File: src/rtl/id_ex_stage_if.sv
// id_ex_stage_if -- signal bundle between the ID stage, the ID/EX pipeline
// register and the EX stage.
//
// Optional feature macro: IDEX_HAZARD_CNT_EN adds the 16-bit stall_cnt signal.
//
// Signals:
//   flush                  ID->reg  squash the ID-stage instruction (taken branch/jump)
//   ctrl_id[14:0]          ID->reg  decoder bundle {jump,RegDst,Branch,MemR,Mem2R,
//                                   MemW,RegW,Alusrc,EXtOp[1:0],ALUOp[4:0]}
//   rs_id, rt_id, rd_id    ID->reg  register fields
//   rd1_id, rd2_id         ID->reg  register-file read data
//   imm16_id               ID->reg  raw immediate
//   pc4_id                 ID->reg  PC+4
//   ctrl_ex .. pc4_ex      reg->EX  registered copies (wreg_ex = chosen destination)
//   valid_ex               reg->EX  1 = real instruction, 0 = bubble
//   stall                  reg->ID  combinational hold request for PC and IF/ID
//   stall_cnt              reg->ID  saturating stall counter (macro only)
//
// Modports: master = ID/test side that drives the ID fields; slave = the stage.
interface id_ex_stage_if;
    logic        flush;
    logic [14:0] ctrl_id;
    logic [4:0]  rs_id;
    logic [4:0]  rt_id;
    logic [4:0]  rd_id;
    logic [31:0] rd1_id;
    logic [31:0] rd2_id;
    logic [15:0] imm16_id;
    logic [31:0] pc4_id;

    logic [14:0] ctrl_ex;
    logic [4:0]  rs_ex;
    logic [4:0]  rt_ex;
    logic [4:0]  wreg_ex;
    logic [31:0] a_ex;
    logic [31:0] b_ex;
    logic [31:0] imm_ex;
    logic [31:0] pc4_ex;
    logic        valid_ex;
    logic        stall;
`ifdef IDEX_HAZARD_CNT_EN
    logic [15:0] stall_cnt;
`endif

    modport master (
        output flush, ctrl_id, rs_id, rt_id, rd_id, rd1_id, rd2_id, imm16_id, pc4_id,
        input  ctrl_ex, rs_ex, rt_ex, wreg_ex, a_ex, b_ex, imm_ex, pc4_ex, valid_ex, stall
`ifdef IDEX_HAZARD_CNT_EN
        , input stall_cnt
`endif
    );

    modport slave (
        input  flush, ctrl_id, rs_id, rt_id, rd_id, rd1_id, rd2_id, imm16_id, pc4_id,
        output ctrl_ex, rs_ex, rt_ex, wreg_ex, a_ex, b_ex, imm_ex, pc4_ex, valid_ex, stall
`ifdef IDEX_HAZARD_CNT_EN
        , output stall_cnt
`endif
    );
endinterface

File: src/rtl/id_ex_stage.sv
// id_ex_stage -- ID/EX pipeline register with immediate extension, destination
// selection and load-use hazard detection.
//
// Optional feature macro: IDEX_HAZARD_CNT_EN adds a 16-bit saturating counter of
// stall cycles on bus.stall_cnt; without it the counter does not exist.
//
// Ports:
//   clk   rising-edge clock
//   rst   synchronous active-high reset; dominates flush and hazard
//   bus   id_ex_stage_if.slave (ID-side inputs, EX-side registered outputs,
//         combinational stall)
//
// Handshake: stall is a combinational request to hold PC and IF/ID for one
// cycle. While it is high this stage loads a bubble, so the next cycle the
// same ID instruction is re-presented and finds no hazard.
module id_ex_stage (
    input  logic           clk,
    input  logic           rst,
    id_ex_stage_if.slave   bus
);
    // Bit positions inside the 15-bit control bundle.
    localparam int B_REGDST = 13;
    localparam int B_BRANCH = 12;
    localparam int B_MEMR   = 11;
    localparam int B_MEMW   = 9;
    localparam int B_REGW   = 8;

    // EXtOp encodings.
    localparam logic [1:0] EXT_ZERO    = 2'b00;
    localparam logic [1:0] EXT_SIGNED  = 2'b01;
    localparam logic [1:0] EXT_HIGHPOS = 2'b10;

    logic [14:0] ctrl_q;
    logic [4:0]  rs_q;
    logic [4:0]  rt_q;
    logic [4:0]  wreg_q;
    logic [31:0] a_q;
    logic [31:0] b_q;
    logic [31:0] imm_q;
    logic [31:0] pc4_q;
    logic        valid_q;

    logic [31:0] imm_ext;
    logic [4:0]  wreg_d;
    logic        hazard;
    logic        bubble;

    always_comb begin
        imm_ext = {16'h0000, bus.imm16_id};
        case (bus.ctrl_id[6:5])
            EXT_ZERO:    imm_ext = {16'h0000, bus.imm16_id};
            EXT_SIGNED:  imm_ext = {{16{bus.imm16_id[15]}}, bus.imm16_id};
            EXT_HIGHPOS: imm_ext = {bus.imm16_id, 16'h0000};
            default:     imm_ext = {16'h0000, bus.imm16_id};
        endcase
    end

    // Non-writing instructions carry destination 0 so they can never look like
    // a hazard source further down the pipe.
    always_comb begin
        wreg_d = 5'd0;
        if (bus.ctrl_id[B_REGW])
            wreg_d = bus.ctrl_id[B_REGDST] ? bus.rd_id : bus.rt_id;
    end

    // rt is only a true source for R-type, stores and branches; for I-type ALU
    // ops and loads it is the destination, so matching it is not a hazard.
    always_comb begin
        hazard = valid_q && ctrl_q[B_MEMR] && (wreg_q != 5'd0) &&
                 ((wreg_q == bus.rs_id) ||
                  ((wreg_q == bus.rt_id) &&
                   (bus.ctrl_id[B_REGDST] || bus.ctrl_id[B_MEMW] || bus.ctrl_id[B_BRANCH])));
    end

    assign bubble    = hazard || bus.flush;
    assign bus.stall = hazard && !bus.flush;

    always_ff @(posedge clk) begin
        if (rst) begin
            ctrl_q  <= 15'd0;
            rs_q    <= 5'd0;
            rt_q    <= 5'd0;
            wreg_q  <= 5'd0;
            a_q     <= 32'd0;
            b_q     <= 32'd0;
            imm_q   <= 32'd0;
            pc4_q   <= 32'd0;
            valid_q <= 1'b0;
        end else begin
            // Data fields load every cycle; on a bubble they are don't-care.
            rs_q  <= bus.rs_id;
            rt_q  <= bus.rt_id;
            a_q   <= bus.rd1_id;
            b_q   <= bus.rd2_id;
            imm_q <= imm_ext;
            pc4_q <= bus.pc4_id;
            if (bubble) begin
                ctrl_q  <= 15'd0;
                wreg_q  <= 5'd0;
                valid_q <= 1'b0;
            end else begin
                ctrl_q  <= bus.ctrl_id;
                wreg_q  <= wreg_d;
                valid_q <= 1'b1;
            end
        end
    end

    assign bus.ctrl_ex  = ctrl_q;
    assign bus.rs_ex    = rs_q;
    assign bus.rt_ex    = rt_q;
    assign bus.wreg_ex  = wreg_q;
    assign bus.a_ex     = a_q;
    assign bus.b_ex     = b_q;
    assign bus.imm_ex   = imm_q;
    assign bus.pc4_ex   = pc4_q;
    assign bus.valid_ex = valid_q;

`ifdef IDEX_HAZARD_CNT_EN
    logic [15:0] stall_cnt_q;

    always_ff @(posedge clk) begin
        if (rst)
            stall_cnt_q <= 16'd0;
        else if (bus.stall && (stall_cnt_q != 16'hFFFF))
            stall_cnt_q <= stall_cnt_q + 16'd1;
    end

    assign bus.stall_cnt = stall_cnt_q;
`endif
endmodule

File: src/flat_wrapper.sv
// flat-port wrapper written by rule: the top's interface ports become plain ports
module id_ex_stage_flat 
  (clk, rst, bus_flush, bus_ctrl_id, bus_rs_id, bus_rt_id, bus_rd_id, bus_rd1_id, bus_rd2_id, bus_imm16_id, bus_pc4_id, bus_ctrl_ex, bus_rs_ex, bus_rt_ex, bus_wreg_ex, bus_a_ex, bus_b_ex, bus_imm_ex, bus_pc4_ex, bus_valid_ex, bus_stall);
  id_ex_stage_if bus_i ();
  input  logic clk;
  input  logic rst;
  input wire logic [$bits(bus_i.flush)-1:0] bus_flush;
  input wire logic [$bits(bus_i.ctrl_id)-1:0] bus_ctrl_id;
  input wire logic [$bits(bus_i.rs_id)-1:0] bus_rs_id;
  input wire logic [$bits(bus_i.rt_id)-1:0] bus_rt_id;
  input wire logic [$bits(bus_i.rd_id)-1:0] bus_rd_id;
  input wire logic [$bits(bus_i.rd1_id)-1:0] bus_rd1_id;
  input wire logic [$bits(bus_i.rd2_id)-1:0] bus_rd2_id;
  input wire logic [$bits(bus_i.imm16_id)-1:0] bus_imm16_id;
  input wire logic [$bits(bus_i.pc4_id)-1:0] bus_pc4_id;
  output wire logic [$bits(bus_i.ctrl_ex)-1:0] bus_ctrl_ex;
  output wire logic [$bits(bus_i.rs_ex)-1:0] bus_rs_ex;
  output wire logic [$bits(bus_i.rt_ex)-1:0] bus_rt_ex;
  output wire logic [$bits(bus_i.wreg_ex)-1:0] bus_wreg_ex;
  output wire logic [$bits(bus_i.a_ex)-1:0] bus_a_ex;
  output wire logic [$bits(bus_i.b_ex)-1:0] bus_b_ex;
  output wire logic [$bits(bus_i.imm_ex)-1:0] bus_imm_ex;
  output wire logic [$bits(bus_i.pc4_ex)-1:0] bus_pc4_ex;
  output wire logic [$bits(bus_i.valid_ex)-1:0] bus_valid_ex;
  output wire logic [$bits(bus_i.stall)-1:0] bus_stall;
  assign bus_i.flush = bus_flush;
  assign bus_i.ctrl_id = bus_ctrl_id;
  assign bus_i.rs_id = bus_rs_id;
  assign bus_i.rt_id = bus_rt_id;
  assign bus_i.rd_id = bus_rd_id;
  assign bus_i.rd1_id = bus_rd1_id;
  assign bus_i.rd2_id = bus_rd2_id;
  assign bus_i.imm16_id = bus_imm16_id;
  assign bus_i.pc4_id = bus_pc4_id;
  assign bus_ctrl_ex = bus_i.ctrl_ex;
  assign bus_rs_ex = bus_i.rs_ex;
  assign bus_rt_ex = bus_i.rt_ex;
  assign bus_wreg_ex = bus_i.wreg_ex;
  assign bus_a_ex = bus_i.a_ex;
  assign bus_b_ex = bus_i.b_ex;
  assign bus_imm_ex = bus_i.imm_ex;
  assign bus_pc4_ex = bus_i.pc4_ex;
  assign bus_valid_ex = bus_i.valid_ex;
  assign bus_stall = bus_i.stall;
  id_ex_stage u_core (.clk(clk), .rst(rst), .bus(bus_i));
endmodule
File: config.mk
export PLATFORM = sky130hd
export DESIGN_NAME = id_ex_stage_flat
export DESIGN_NICKNAME = d
export VERILOG_FILES = /design/src/rtl/id_ex_stage_if.sv /design/src/rtl/id_ex_stage.sv /design/src/flat_wrapper.sv
export SDC_FILE = /design/constraint.sdc
export NUM_CORES = 1
export LEC_CHECK = 0
export CORE_AREA = 2 2 118 120
export DETAILED_ROUTE_END_ITERATION = 10
export DIE_AREA = 0 0 120 122
export DONT_BUFFER_PORTS = 1
export GPL_TIMING_DRIVEN = 0
export PLACE_DENSITY = 0.5
export REMOVE_ABC_BUFFERS = 1
export SLEW_MARGIN = 20
export SYNTH_ARGS = -nofsm -noshare
export SYNTH_HDL_FRONTEND = slang
export SYNTH_SLANG_ARGS = --single-unit
export TNS_END_PERCENT = 30
File: constraint.sdc
create_clock -name clk -period 2.45 [get_ports clk]
set_clock_uncertainty 0.2 [all_clocks]
set_input_delay 0.735 -clock clk [delete_from_list [all_inputs] [get_ports clk]]
set_output_delay 0.735 -clock clk [all_outputs]
set_load 0.01 [all_outputs]
# --- Word level (Yosys, flattened, before mapping) ---
# Index checks and enable logic that the tools add are counted.
# Widths: inputs -> output; s select.
totals:
  output_inout_bits: 160
  wordCells: 30
  regBits: 159
  inputBits: 145
op_classes:
  bitwise: 1
  n_mux: 3
  reduce_logical: 13
  eq_ne: 4
ops:
  columns: ["op", "n"]
  rows:
  - ["$pmux 32 s2", 1]
  - ["$eq 5x5->1", 2]
  - ["$logic_and 1x1->1", 5]
  - ["$mux 5", 1]
  - ["$reduce_bool 5->1", 1]
  - ["$logic_or 1x1->1", 4]
  - ["$reduce_or 3->1", 1]
  - ["$eq 2x1->1 const B", 1]
  - ["$eq 2x2->1 const B", 1]
  - ["$reduce_or 2->1", 1]
  - ["$logic_not 1->1", 1]
  - ["$mux 1", 1]
  - ["$not 1->1", 1]

# --- Depth between registers and ports, before layout ---
logic_depth:
  depth_word: 7
  ltp_mapped: 6
  depth_no_buf: 5

# --- Worst setup path after synthesis ---
# OpenSTA, ideal clock, no wires.
synth_timing:
  path_type: "input to output"
  startpoint: "input bus_ctrl_id[13]"
  endpoint: "output bus_stall"
  cell_stages: 4
  t_arrival_ps: 1471
  slack_ps: 44
  required_ps: 1515
  path_buffers: 1
  cell_sequence: "buf_2 -> o31ai_1 -> o22ai_1 -> and3b_1"
synth_between:
  elab_chain_cells: 6
synth_rtl:
  columns: ["element", "line_no", "source"]
  rows:
  - ["start: declaration", "flat_wrapper.sv:8", "input wire logic [$bits(bus_i.ctrl_id)-1:0] bus_ctrl_id;"]
  - ["$logic_or 1x1->1 (2 in a row)", "id_ex_stage.sv:72", "(bus.ctrl_id[B_REGDST] || bus.ctrl_id[B_MEMW] || bus.ctrl_id[B_BRANCH])));"]
  - ["$logic_and 1x1->1", "id_ex_stage.sv:71", "((wreg_q == bus.rt_id) &&"]
  - ["$logic_or 1x1->1", "id_ex_stage.sv:70", "((wreg_q == bus.rs_id) ||"]
  - ["$logic_and 1x1->1", "id_ex_stage.sv:69", "hazard = valid_q && ctrl_q[B_MEMR] && (wreg_q != 5'd0) &&"]
  - ["$logic_and 1x1->1", "id_ex_stage.sv:76", "assign bus.stall = hazard && !bus.flush;"]
  - ["end: declaration", "flat_wrapper.sv:25", "output wire logic [$bits(bus_i.stall)-1:0] bus_stall;"]
# Every way passes these cells.

# --- Final worst setup path ---
layout_timing:
  startpoint: "register u_core.wreg_q[3], in the netlist u_core.bus.wreg_ex[3]"
  endpoint: "output bus_stall"
layout_between:
  elab_chain_cells: 5
  elab_cells_between_ends: 8
  classes_between: "eq/ne: 2; reduce/logical: 6"
layout_rtl:
  columns: ["element", "line_no", "source"]
  rows:
  - ["start: declaration", "id_ex_stage.sv:36", "logic [4:0] wreg_q;"]
  - ["start signal: assignment", "id_ex_stage.sv:103", "wreg_q <= wreg_d;"]
  - ["$eq 5x5->1", "id_ex_stage.sv:71", null]
  - ["$logic_and 1x1->1", "id_ex_stage.sv:71", null]
  - ["$logic_or 1x1->1", "id_ex_stage.sv:70", null]
  - ["$logic_and 1x1->1 (*)", "id_ex_stage.sv:69", null]
  - ["$logic_and 1x1->1 (*)", "id_ex_stage.sv:76", null]
# Every way passes the cells marked *; elsewhere a longest branch is shown, timed or not.

==> run summary <==
Drt wl/cell: 18.8 um
NumNets Final: 555
CTS clk-pin slew, worst paths: 0.06 ns
Routability Congestion: 0.742
Filler instances: 1345
Endpoints failing hold: 0
Total gr overflow: 0
Final worst slack: -0.235 ns
# port buffers: 0
YS warnings: 0
Library cells used by synthesis: 25
First-pass detailed-route iteration total: 4
FMAX: 372 MHz
Setup TNS: -0.235 ns
Top cells by area, synth: dfxtp_1 (69%), nor2b_1 (14%), a21oi_1 (3.2%)
Count of boundary I/O pins: 305
Drt drc: 0
GRT Util Overall: 14.8%
CP max FO: 4
Setup WS pre-CTS: -0.433 ns
Starting Density: 34.3%
Register area: 3200 um^2
Max-capacitance violation count: 0
Clock sink count: 159
R2R Setup Slk: 0.62 ns
Clk_lat worst skew: 0.42 ns
Final period util: 110%
Die Height: 122 um
CTS Hold Buffers Added: 0
Initial antenna violation count: 3
Worst setup SP type: register
CP Capture Type: output port
WP data arrival: 1.75 ns
Total Die Area: 14600 um^2
Post-Syn Instances: 404
Non-filler cells, final: 603
Die width: 120 um
VDD IR-drop max: 405 uV
Vias in the first global route: 2665
CP Data Required Time: 1.51 ns
Total CTS buffers: 17
Iter 0 DRT Violations: 126
PD cells: 1020 nW/um^2
Detailed placement HPWL: 8120 um
Area grow syn2layout: 17.4%
Failing checks: setup timing
RSZ-0062 raised after global routing: true
Number of H-tree levels: 4
Max transition margin: 38.2%
Minimum clock period: 2.69 ns
Synth top area share: 68.8%
Clk buf depth: 2
CTS tree: done
Worst Hold Slack: 0.185 ns
Most frequent cells in the layout: dfxtp_1 (154), nor2b_1 (106), nand2_1 (32)
Status: complete, but fails checks
Antenna viol nets, final: 0
Multi-input gate area: 1380 um^2
Via count: 2695
Final Core Density: 40.2%
Drt via density: 4.47
Root Driver: clkbuf_16
Synthesized flop and latch total: 159
Setup Viol. Count Final: 1
Max-slew violation count: 0
Worst min-delay path class: in -> reg
Dpl cells: 562
Avg Inst Size Synth: 11.5 um^2
Largest net degree at the start of global routing: 110
Synth area leader: dfxtp_1
Syn Std Cell Area: 4630 um^2
Share of cells above drive strength 1: 12.6%
Core ar.: 13500 um^2
Worst setup path class: reg -> out
First-pass GRT wire length: 15800 um
Sequential-to-total area share from yosys stat: 68.8%
WL final: 11300 um
Site Rows: 43
Commonest non-fill, non-tap cell in the layout: dfxtp_1
Pleak: 0.00212 uW
Slew @ Worst Pin: 0.924 ns
-- final timing paths --
path	startpoint	end	cells past startpoint
worst max-delay path	u_core.bus.wreg_ex[3]$_SDFF_PP0_	bus_stall	3
worst min-delay path	rst	u_core.bus.b_ex[13]$_SDFF_PP0_	1
worst max register to register	u_core.bus.wreg_ex[3]$_SDFF_PP0_	u_core.bus.ctrl_ex[9]$_SDFF_PP0_	4
worst min register to register	u_core.bus.ctrl_ex[11]$_SDFF_PP0_	u_core.bus.ctrl_ex[8]$_SDFF_PP0_	2
-- power breakdown --
group	internal, uW	switching, uW
logic	92.4	74.8
clock network	1420	1090
registers	2720	131
total	4220	1290
-- stage by stage --
step | cell area [um^2] | power (uW)
finish | 5430 | 5520
detailed placement | 4770 | 3070
global route | 5430 | 5720
global placement | 4750 | 3060
floorplan | 4530 | 3010
CTS | 5400 | 5590
-- cells in the mapped netlist --
library cell    n
a211oi_1        1
a211oi_2        4
a21boi_0        1
a21oi_1        30
and2_1         16
and3b_1         1
buf_2           4
buf_6           1
clkbuf_1       18
dfxtp_1       159
ha_1            2
inv_1           2
mux2i_1         5
nand2_1        32
nand3_1         1
nand4_1         1
nor2_1          4
nor2b_1       106
o21ai_0         1
o22ai_1         1
o311a_1         1
o31ai_1         1
or2_2           1
or3_1           1
xnor2_1        10
-- flip-flops by register name (all words and copies together) (netlist names) --
name	count
u_core.bus.a_ex	32
u_core.bus.wreg_ex	5
u_core.bus.rs_ex	5
u_core.bus.pc4_ex	32
u_core.bus.rt_ex	5
u_core.bus.imm_ex	32
u_core.bus.ctrl_ex	15
u_core.bus.valid_ex	1
u_core.bus.b_ex	32
-- kinds of logic after synthesis --
kind of cell    after synthesis  synth area share, %
compound gates               40                 5.27
flops                       159                 68.8
simple gates                163                 20.1
xor+xnor                     10                 1.89
fa+ha+maj                     2                0.541
buf+inv                      25                 2.30
mux                           5                 1.08
-- layout make-up --
cell class / count / share of cell area [%]
Timing Repair Buffer: 7 / 1.04
Tap cell: 180 / 4.14
Sequential cell: 159 / 58.9
Antenna cell: 2 / 0.0921
Clock inverter: 14 / 2.42
Clock buffer: 18 / 7.90
Inverter: 2 / 0.138
Multi-Input combinational cell: 221 / 25.4
-- worst max-delay path, cell delays in order, from the launching register on --
cell and delay (ns):
dfxtp_4 0.37, or3_4 0.40, o311a_4 0.33, and3b_2 0.24
-- metal layers --
metal | part of all wire [%] | track usage (%) | vias up
met2 | 50 | 23.6 | 166
met5 | 0 | 0 | -
met1 | 37 | 15.8 | 1225
met3 | 12 | 7.63 | 19
met4 | 2.0 | 8.46 | 0
li1 | - | - | 1285
-- repair_timing --
action                     CTS  global route
pin swaps                    4             3
setup buffers                3             3
setup endpoints to repair    1             1
cloned                       1             0
gates resized for setup     13             1
hold endpoints to repair     0             0
No activity file was read; power rests on OpenSTA's default activity.
